$ cat src/rtl/discrete_weighted_mixer.sv
// Weighted resistor-ladder mixer: NUM_INPUTS unsigned sources, each scaled by its own
// fixed-point gain, summed with one shared multiplier (one MAC per clock) and
// saturated to OUT_WIDTH bits. Each accepted audio_clk_en strobe produces one mix.
module discrete_weighted_mixer #(
    parameter int unsigned NUM_INPUTS = 4,
    parameter int unsigned IN_WIDTH   = 16,
    parameter int unsigned GAIN_WIDTH = 16,
    parameter int unsigned GAIN_FRAC  = 12,
    parameter int unsigned OUT_WIDTH  = 32
) (
    input  logic                             clk,
    input  logic                             rst_n,
    input  logic                             audio_clk_en,
    input  logic [NUM_INPUTS*IN_WIDTH-1:0]   in,
    input  logic [NUM_INPUTS*GAIN_WIDTH-1:0] gains,
    output logic [OUT_WIDTH-1:0]             out,
    output logic                             out_valid,
    output logic                             busy,
    output logic                             overrun
);

    localparam int unsigned IdxW  = $clog2(NUM_INPUTS);
    localparam int unsigned ProdW = IN_WIDTH + GAIN_WIDTH;
    // Headroom for NUM_INPUTS full-scale products, so the accumulator never wraps.
    localparam int unsigned AccW  = ProdW + IdxW;
    // Wide enough to hold both the shifted sum and the saturation limit.
    localparam int unsigned ExtW  = ((AccW > OUT_WIDTH) ? AccW : OUT_WIDTH) + 1;
    localparam logic [IdxW-1:0] LastIdx = IdxW'(NUM_INPUTS - 1);

    typedef enum logic [1:0] {StIdle, StMac, StDone} state_e;

    state_e                          state_q, state_d;
    logic [IdxW-1:0]                 idx_q, idx_d;
    logic [AccW-1:0]                 acc_q, acc_d;
    logic [NUM_INPUTS*IN_WIDTH-1:0]  snap_in_q, snap_in_d;
    logic [NUM_INPUTS*GAIN_WIDTH-1:0] snap_gain_q, snap_gain_d;
    logic [OUT_WIDTH-1:0]            out_q, out_d;
    logic                            out_valid_q, out_valid_d;
    logic                            busy_q, busy_d;
    logic                            overrun_q, overrun_d;

    logic [IN_WIDTH-1:0]             cur_in;
    logic [GAIN_WIDTH-1:0]           cur_gain;
    logic [ProdW-1:0]                prod;
    logic [ExtW-1:0]                 shifted;
    logic [ExtW-1:0]                 sat_max;

    // Shared multiplier and saturating output scaler.
    always_comb begin
        cur_in   = snap_in_q[idx_q*IN_WIDTH +: IN_WIDTH];
        cur_gain = snap_gain_q[idx_q*GAIN_WIDTH +: GAIN_WIDTH];
        prod     = ProdW'(cur_in) * ProdW'(cur_gain);
        shifted  = ExtW'(acc_q >> GAIN_FRAC);
        sat_max  = ExtW'({OUT_WIDTH{1'b1}});
    end

    // Next-state logic for the mix sequencer and its datapath.
    always_comb begin
        state_d     = state_q;
        idx_d       = idx_q;
        acc_d       = acc_q;
        snap_in_d   = snap_in_q;
        snap_gain_d = snap_gain_q;
        out_d       = out_q;
        out_valid_d = 1'b0;
        overrun_d   = 1'b0;

        unique case (state_q)
            StIdle: begin
                if (audio_clk_en) begin
                    snap_in_d   = in;
                    snap_gain_d = gains;
                    acc_d       = '0;
                    idx_d       = '0;
                    state_d     = StMac;
                end
            end
            StMac: begin
                overrun_d = audio_clk_en;
                acc_d     = acc_q + AccW'(prod);
                if (idx_q == LastIdx) begin
                    idx_d   = '0;
                    state_d = StDone;
                end else begin
                    idx_d = idx_q + 1'b1;
                end
            end
            StDone: begin
                overrun_d   = audio_clk_en;
                out_d       = (shifted > sat_max) ? {OUT_WIDTH{1'b1}} : shifted[OUT_WIDTH-1:0];
                out_valid_d = 1'b1;
                state_d     = StIdle;
            end
            default: state_d = StIdle;
        endcase

        busy_d = (state_d != StIdle);
    end

    // State and datapath registers; reset aborts any mix in flight.
    always_ff @(posedge clk or negedge rst_n) begin
        if (!rst_n) begin
            state_q     <= StIdle;
            idx_q       <= '0;
            acc_q       <= '0;
            snap_in_q   <= '0;
            snap_gain_q <= '0;
            out_q       <= '0;
            out_valid_q <= 1'b0;
            busy_q      <= 1'b0;
            overrun_q   <= 1'b0;
        end else begin
            state_q     <= state_d;
            idx_q       <= idx_d;
            acc_q       <= acc_d;
            snap_in_q   <= snap_in_d;
            snap_gain_q <= snap_gain_d;
            out_q       <= out_d;
            out_valid_q <= out_valid_d;
            busy_q      <= busy_d;
            overrun_q   <= overrun_d;
        end
    end

    assign out       = out_q;
    assign out_valid = out_valid_q;
    assign busy      = busy_q;
    assign overrun   = overrun_q;

endmodule

$ cat config.mk
export PLATFORM = sky130hd
export DESIGN_NAME = discrete_weighted_mixer
export DESIGN_NICKNAME = d
export VERILOG_FILES = /design/src/rtl/discrete_weighted_mixer.sv
export SDC_FILE = /design/constraint.sdc
export NUM_CORES = 1
export LEC_CHECK = 0
export CORE_MARGIN = 10
export CORE_UTILIZATION = 64
export CTS_BUF_LIST = sky130_fd_sc_hd__clkbuf_4 sky130_fd_sc_hd__clkbuf_8 sky130_fd_sc_hd__clkbuf_16
export DETAILED_ROUTE_END_ITERATION = 10
export HOLD_SLACK_MARGIN = 0.06
export PLACE_DENSITY = 0.87
export SETUP_SLACK_MARGIN = 0.1
export SLEW_MARGIN = 15
export SYNTH_ARGS = -nofsm -noshare
export SYNTH_HDL_FRONTEND = slang
export SYNTH_SLANG_ARGS = --single-unit
$ cat constraint.sdc
create_clock -name clk -period 12.32 [get_ports clk]
set_input_delay 1.848 -clock clk [delete_from_list [all_inputs] [get_ports clk]]
set_output_delay 1.848 -clock clk [all_outputs]
set_load 0.01 [all_outputs]
==> results of run 1 <==
flip-flops by register name (all words and copies together), names as in the netlist:
register     count
snap_gain_q     64
busy             1
snap_in_q       64
acc_q           34
idx_q            2
overrun          1
state_q          2
out_valid        1
out             22
per-layer routing:
metal	GRT usage, %	part of all wire, %	up-vias
met1	29.6	36	6655
met3	5.53	7.4	156
li1	-	-	5745
met4	12.4	4.3	0
met5	0	0	-
met2	45.3	52	573
critical path, cell delays in order (launching register included):
cell      delay (ns)
dfrtp_2         0.34
buf_4           0.59
mux2_2          0.42
o21ai_0         0.77
nor2_1          0.18
fa_1            0.57
inv_1           0.05
fa_1            0.46
fa_1            0.51
inv_1           0.05
fa_1            0.53
fa_1            0.51
inv_1           0.05
fa_1            0.48
inv_1           0.05
ha_1            0.43
nand3_1         0.15
or2_2           0.33
o22ai_1         0.15
a31oi_1         0.16
a21boi_1        0.38
xnor2_1         0.18
o21ai_0         0.10
worst max-delay path by stage:
stage              from        end  slack [ns]  cells after the start
2_1_floorplan  idx_q[1]  acc_q[33]        5.64                     25
3_3_place_gp   idx_q[1]  acc_q[33]        4.79                     23
3_5_place_dp   idx_q[1]  acc_q[33]        4.61                     23
4_1_cts        idx_q[1]  acc_q[33]        4.52                     23
5_1_grt        idx_q[1]  acc_q[33]        4.43                     23
6_report       idx_q[1]  acc_q[24]        4.70                     22
layout make-up:
type | instances | share of cell area, %
multi-input cells | 1143 | 56.5
flip-flops and latches | 191 | 23.5
repair buffers | 164 | 7.98
inverters | 361 | 6.67
well taps | 378 | 2.33
clock buffers | 19 | 2.17
clock inverters | 13 | 0.831
diodes | 2 | 0.0246
layout by cell type (no fill, tap or decap), types with 19 or more instances in the layout:
cell type,Yosys,routed
a21o_1,19,19
a21oi_1,39,39
and2_1,54,54
clkdlybuf4s50_1,0,154
dfrtp_1,191,189
fa_1,226,226
ha_1,111,111
inv_1,361,361
mux2_2,165,165
nand2_1,202,201
nor2_1,79,79
o21ai_0,49,49
kinds of logic (layout without fill, tap and decap cells):
group           after synthesis  count (layout)  synth area share (%)
other cells                   1              12                0.0208
simple gates                397             397                  10.0
compound gates              176             176                  6.08
mux                         200             200                  13.4
buf+inv                     453             557                  9.97
flops                       191             191                  26.5
xor+xnor                     23              23                  1.12
fa+ha+maj                   337             337                  32.8
metrics by stage:
step	util [%]	setup WS, ns	instances
6_report	73.2	4.70	2271
3_3_place_gp	71.0	4.79	2237
5_1_grt	73.2	4.43	2271
3_5_place_dp	71.0	4.61	2237
4_1_cts	73.1	4.52	2269
2_1_floorplan	-	5.64	1787
==> out/qor.yml, run 1 <==
run_status:
  status: "completed"
hold_path:
  worstHoldEndpoint: "acc_q[5]"
  hold_depth: 2
  min-delay-start: "acc_q[5]"
  hold_class: "reg -> reg"
sta:
  post-route-period-util_pct: 61.8
  fmax_ghz: 0.131
  rsz0062_at_grt: "no"
  final.setup_skew_ns: 0.0117
  relSlewSlack_pct: 29.7
  finalSetupTns_ns: 0
  drv_slew: 0
  hold_viol: 0
  worst_slew_pin_slew_ns: 1.05
  whs_ns: 0.487
  setup_viol_count_final: 0
  fin_crit_ns: 7.62
floorplan:
  rows: 61
  fp.dieW_um: 188
  io_pins: 166
  start_util_pct: 64.8
  coreArea_mm2: 0.0278
  dieArea_mm2: 0.0353
  dieHeight_um: 188
placement:
  portBuffers: 155
  dpl-instance-area_mm2: 0.0197
  gp_congestion: 0.933
  dp_hpwl_um: 35000
cells_and_area:
  drive_above_1_share_pct: 12.7
  final_area_mm2: 0.0203
  finalNetCount: 2346
  multi_input_area_mm2: 0.0115
  area_growth_pct: 12.9
  fillerInstances: 1907
  regArea_mm2: 0.00478
global_routing:
  grt_max_degree: 83
  grt_overflow: 0
  track_usage_pct: 25.9
  antenna_found_initial: 2
  grt_pass1_wl_um: 72900
  grt_pass1_vias: 14500
synthesis:
  synth_top_area_cell: "dfrtp_1"
  syn_inst: 1778
  yosysTopAreaCellShare_pct: 26.5
  synth_area_leaders: "dfrtp_1, fa_1, mux2_2"
  netlist_area_mm2: 0.0180
  yosys-top-cells-count: "inv_1, fa_1, nand2_1"
  ys_ff_latch: 191
  ys.flop_type: "dfrtp_1"
  synth.avg_cell_area_um2: 10.1
  synth_async_sr_flop_share_pct: 100
  seq_area_frac_synth_pct: 26.5
  synth_warnings: 0
  synth_edf_count: 0
  yosys.cell_count.top_type: "inv_1"
  netlist-cell-type-count: 61
critical_path:
  reg2reg_to: "acc_q[24]"
  cp-end-kind: "register"
  worstReg2RegStart: "idx_q[1]"
  rr_worst_depth: 22
  cp.required_ns: 12.66
  start_kind: "register"
  arrival_ns: 7.95
  critical_path_class: "reg -> reg"
  critPathMaxFanout: 49
  r2r_slack_ns: 4.70
cts:
  cts-root-buf: "clkbuf_16"
  htreeDepth: 4
  clock-sinks: 191
  cts_setup_buffers: 0
  cts_tree: "yes"
  clock_latency_ns: 0.46
  clock_path_buffers: 2
  cts_buffers: 17
  cts_resized: 0
  hold_buffers: 0
  path_clk_slew_ns: 0.08
drt:
  first_pass_iters: 6
  drc: 0
  ant_nets: 0
  drt_iter0_markers: 1020
  drt-wirelength-per-cell_um: 19.9
  drt-vias-per-instance: 5.78
  wl_um: 45300
  via_count: 13100
flow_run:
  cap_violations: 0
Power of run 1 is left out: the tool's default activity adds up to more than one toggle a clock period on the data nets, which glitch-free logic cannot reach.
==> run 2: changes to the inputs <==
--- a/config.mk
+++ b/config.mk
@@ -6,11 +6,11 @@
 export NUM_CORES = 1
 export LEC_CHECK = 0
 export CORE_MARGIN = 10
-export CORE_UTILIZATION = 64
+export CORE_UTILIZATION = 60
 export CTS_BUF_LIST = sky130_fd_sc_hd__clkbuf_4 sky130_fd_sc_hd__clkbuf_8 sky130_fd_sc_hd__clkbuf_16
 export DETAILED_ROUTE_END_ITERATION = 10
 export HOLD_SLACK_MARGIN = 0.06
-export PLACE_DENSITY = 0.87
+export PLACE_DENSITY = 0.82
 export SETUP_SLACK_MARGIN = 0.1
 export SLEW_MARGIN = 15
 export SYNTH_ARGS = -nofsm -noshare
==> constraint.sdc (replaced) <==
create_clock -name clk -period 7.61 [get_ports clk]
set_input_delay 1.1415 -clock clk [delete_from_list [all_inputs] [get_ports clk]]
set_output_delay 1.1415 -clock clk [all_outputs]
set_load 0.01 [all_outputs]
==> out/qor.yml, run 2 (same netlist as run 1, synthesis figures left out) <==
cts:
  cts_buffers: 17  # unchanged
  path_clk_slew_ns: 0.07  # about the same
  cts-root-buf: "clkbuf_16"
  clock_latency_ns: 0.46  # about the same
  hold_buffers: 0  # unchanged
  clock_path_buffers: 2  # unchanged
  cts_tree: "yes"
  clock-sinks: 191  # unchanged
  htreeDepth: 4  # unchanged
critical_path:
  worstReg2RegStart: "idx_q[1]"
  cp.required_ns: 7.99  # -4.67 ns
  cp-end-kind: "register"
  crit_path_top_delay_cell: "dfrtp_4"
  crit_buf_inv: 6  # +1
  cp_common_cell: "fa_1"
  crit_start: "idx_q[1]"
  critPathMaxFanout: 21  # -57%
  critical-path-max-stage-delay_ns: 0.59  # -0.18 ns
  cpLargestDelayFamily: "adder cells"
  critical_path_class: "reg -> reg"
  arrival_ns: 7.58  # -0.37 ns
  critical_path.cell_chain: "buf_12 -> mux2_2 -> o21ai_1 -> buf_4 -> nor2_1 -> fa_1 -> inv_1 -> fa_1 -> fa_1 -> fa_1 -> inv_1 -> fa_1 -> inv_1 -> fa_1 -> inv_1 -> ha_1 -> nand2_1 -> nor3_1 -> a211oi_2 -> nor3_2 -> nor3_2 -> or3_1 -> a211o_1 -> o21ai_1"
  start_kind: "register"
floorplan:
  dieHeight_um: 193  # +2.9%
  fp.dieW_um: 193  # +2.9%
  start_util_pct: 60.8  # -4.1 points
  coreArea_mm2: 0.0296  # +6.7%
  io_pins: 166  # unchanged
  rows: 63  # +3.3%
  dieArea_mm2: 0.0374  # +5.9%
sta:
  whs_ns: 0.479  # -0.00832 ns
  worst_slew_pin_slew_ns: 1.08  # +0.0257 ns
  drv_slew: 0  # unchanged
  post-route-period-util_pct: 94.6  # +33 points
  hold_viol: 0  # unchanged
  setup_viol_count_final: 0  # unchanged
  final.setup_skew_ns: 0.0113  # -0.000353 ns
  relSlewSlack_pct: 28.0  # -1.7 points
  fin_crit_ns: 7.20  # -0.420 ns
  rsz0062_at_grt: "no"
  fmax_ghz: 0.139  # +5.8%
  finalSetupTns_ns: 0  # unchanged
flow_run:
  cap_violations: 0  # unchanged
cells_and_area:
  final_area_mm2: 0.0205  # +1.0%
  final_common_cell: "inv_1"
  finalNetCount: 2369  # +0.98%
  fin_util_pct: 69.3  # -3.9 points
  reg_top3: "snap_gain_q (64), snap_in_q (64), acc_q (34)"
  area_growth_pct: 14.0
  insertedDiodeCount: 0  # -2
  fillerInstances: 2171  # +14%
  drive_above_1_share_pct: 13.7  # +1.1 points
  mostFrequentLayoutCells: "inv_1, fa_1, nand2_1"
global_routing:
  grt_max_degree: 112  # +35%
  grt_overflow: 0  # unchanged
  grt_pass1_vias: 14200  # -2.1%
  track_usage_pct: 24.4  # -1.4 points
  antenna_found_initial: 1  # -1
  grt_pass1_wl_um: 73900  # +1.3%
drt:
  drt-met1-wl_um: 17800  # +9.0%
  met2_length_um: 23600  # -0.51%
  wl_um: 45300  # about the same
  first_pass_iters: 5  # -1
  ant_nets: 0  # unchanged
  drt-vias-per-instance: 5.64  # -2.4%
  drt_iter0_markers: 977  # -4.2%
  drc: 0  # unchanged
  drt-wirelength-per-cell_um: 19.7  # -1.4%
  wl_met3_um: 2540  # -24%
  highest_layer: "met4"
  via_count: 13000  # -1.1%
placement:
  gp_congestion: 0.936  # +0.39%
  dp_hpwl_um: 35400  # +1.3%
  dpl-instance-area_mm2: 0.0199  # +1.1%
  portBuffers: 155  # unchanged
hold_path:
  hold_class: "reg -> reg"
  min-delay-start: "acc_q[9]"
run_status:
  status: "completed"
==> run 2: cell count changes in the layout (fill, tap and decap cells not counted), moves of 2 or more <==
cell,previous run,this run
dfrtp_4,0,2
clkbuf_4,2,0
buf_12,0,3
diode_2,2,0
dfrtp_2,2,0
o21a_1,15,13
o21a_2,0,2
clkinv_8,3,1
buf_4,9,28
==> run 2: worst register-to-register path: cells and delay by family, from the launching register on <==
kind                       cells  cell delay (ns)
adders and majority gates      7             3.45
and+or+nand+nor                6             1.39
AOI/OAI and AO/OA              4             0.61
buffers and inverters          6             0.72
DFF                            1             0.59
muxes                          1             0.37
==> run 2: metrics by stage <==
stage / worst slack [ns] / cells
after global routing: 0.148 / 2303
final: 0.413 / 2303
after detailed placement: 0.309 / 2271
after floorplan: 0.932 / 1787
after global placement: 0.439 / 2271
after CTS: 0.273 / 2302
==> run 2: layer usage <==
layer  track usage (%)  up-vias
met1              29.5     6652
met2              42.5      454
li1                  -     5789
met3              4.74       96
met4              8.81        0
met5                 0        -
==> run 2: worst paths after layout <==
check / to / slack [ns] / depth (start not counted)
worst max-delay path: acc_q[33] / 0.41 / 24
min in group asynchronous: acc_q[6] / 0.81 / 1
max in group asynchronous: idx_q[1] / 5.11 / 2
worst min-delay path: acc_q[9] / 0.48 / 2
worst min register to register: acc_q[9] / 0.48 / 2
worst max register to register: acc_q[33] / 0.41 / 24
==> run 2: what timing repair did <==
action,CTS,global route
resized for setup,0,4
endpoints found under the setup margin,0,2
buffers inserted,0,1
==> run 2: cell type report <==
type / count / area [µm²] / area share, %
clock inverter: 13 / 145 / 0.707
inverter: 361 / 1360 / 6.60
clock buffer: 18 / 439 / 2.14
tap: 390 / 488 / 2.38
sequential: 191 / 4790 / 23.3
timing repair buffer: 187 / 1840 / 8.95
multi-input combinational: 1143 / 11500 / 55.9
Power of run 2 is left out for the same reason.
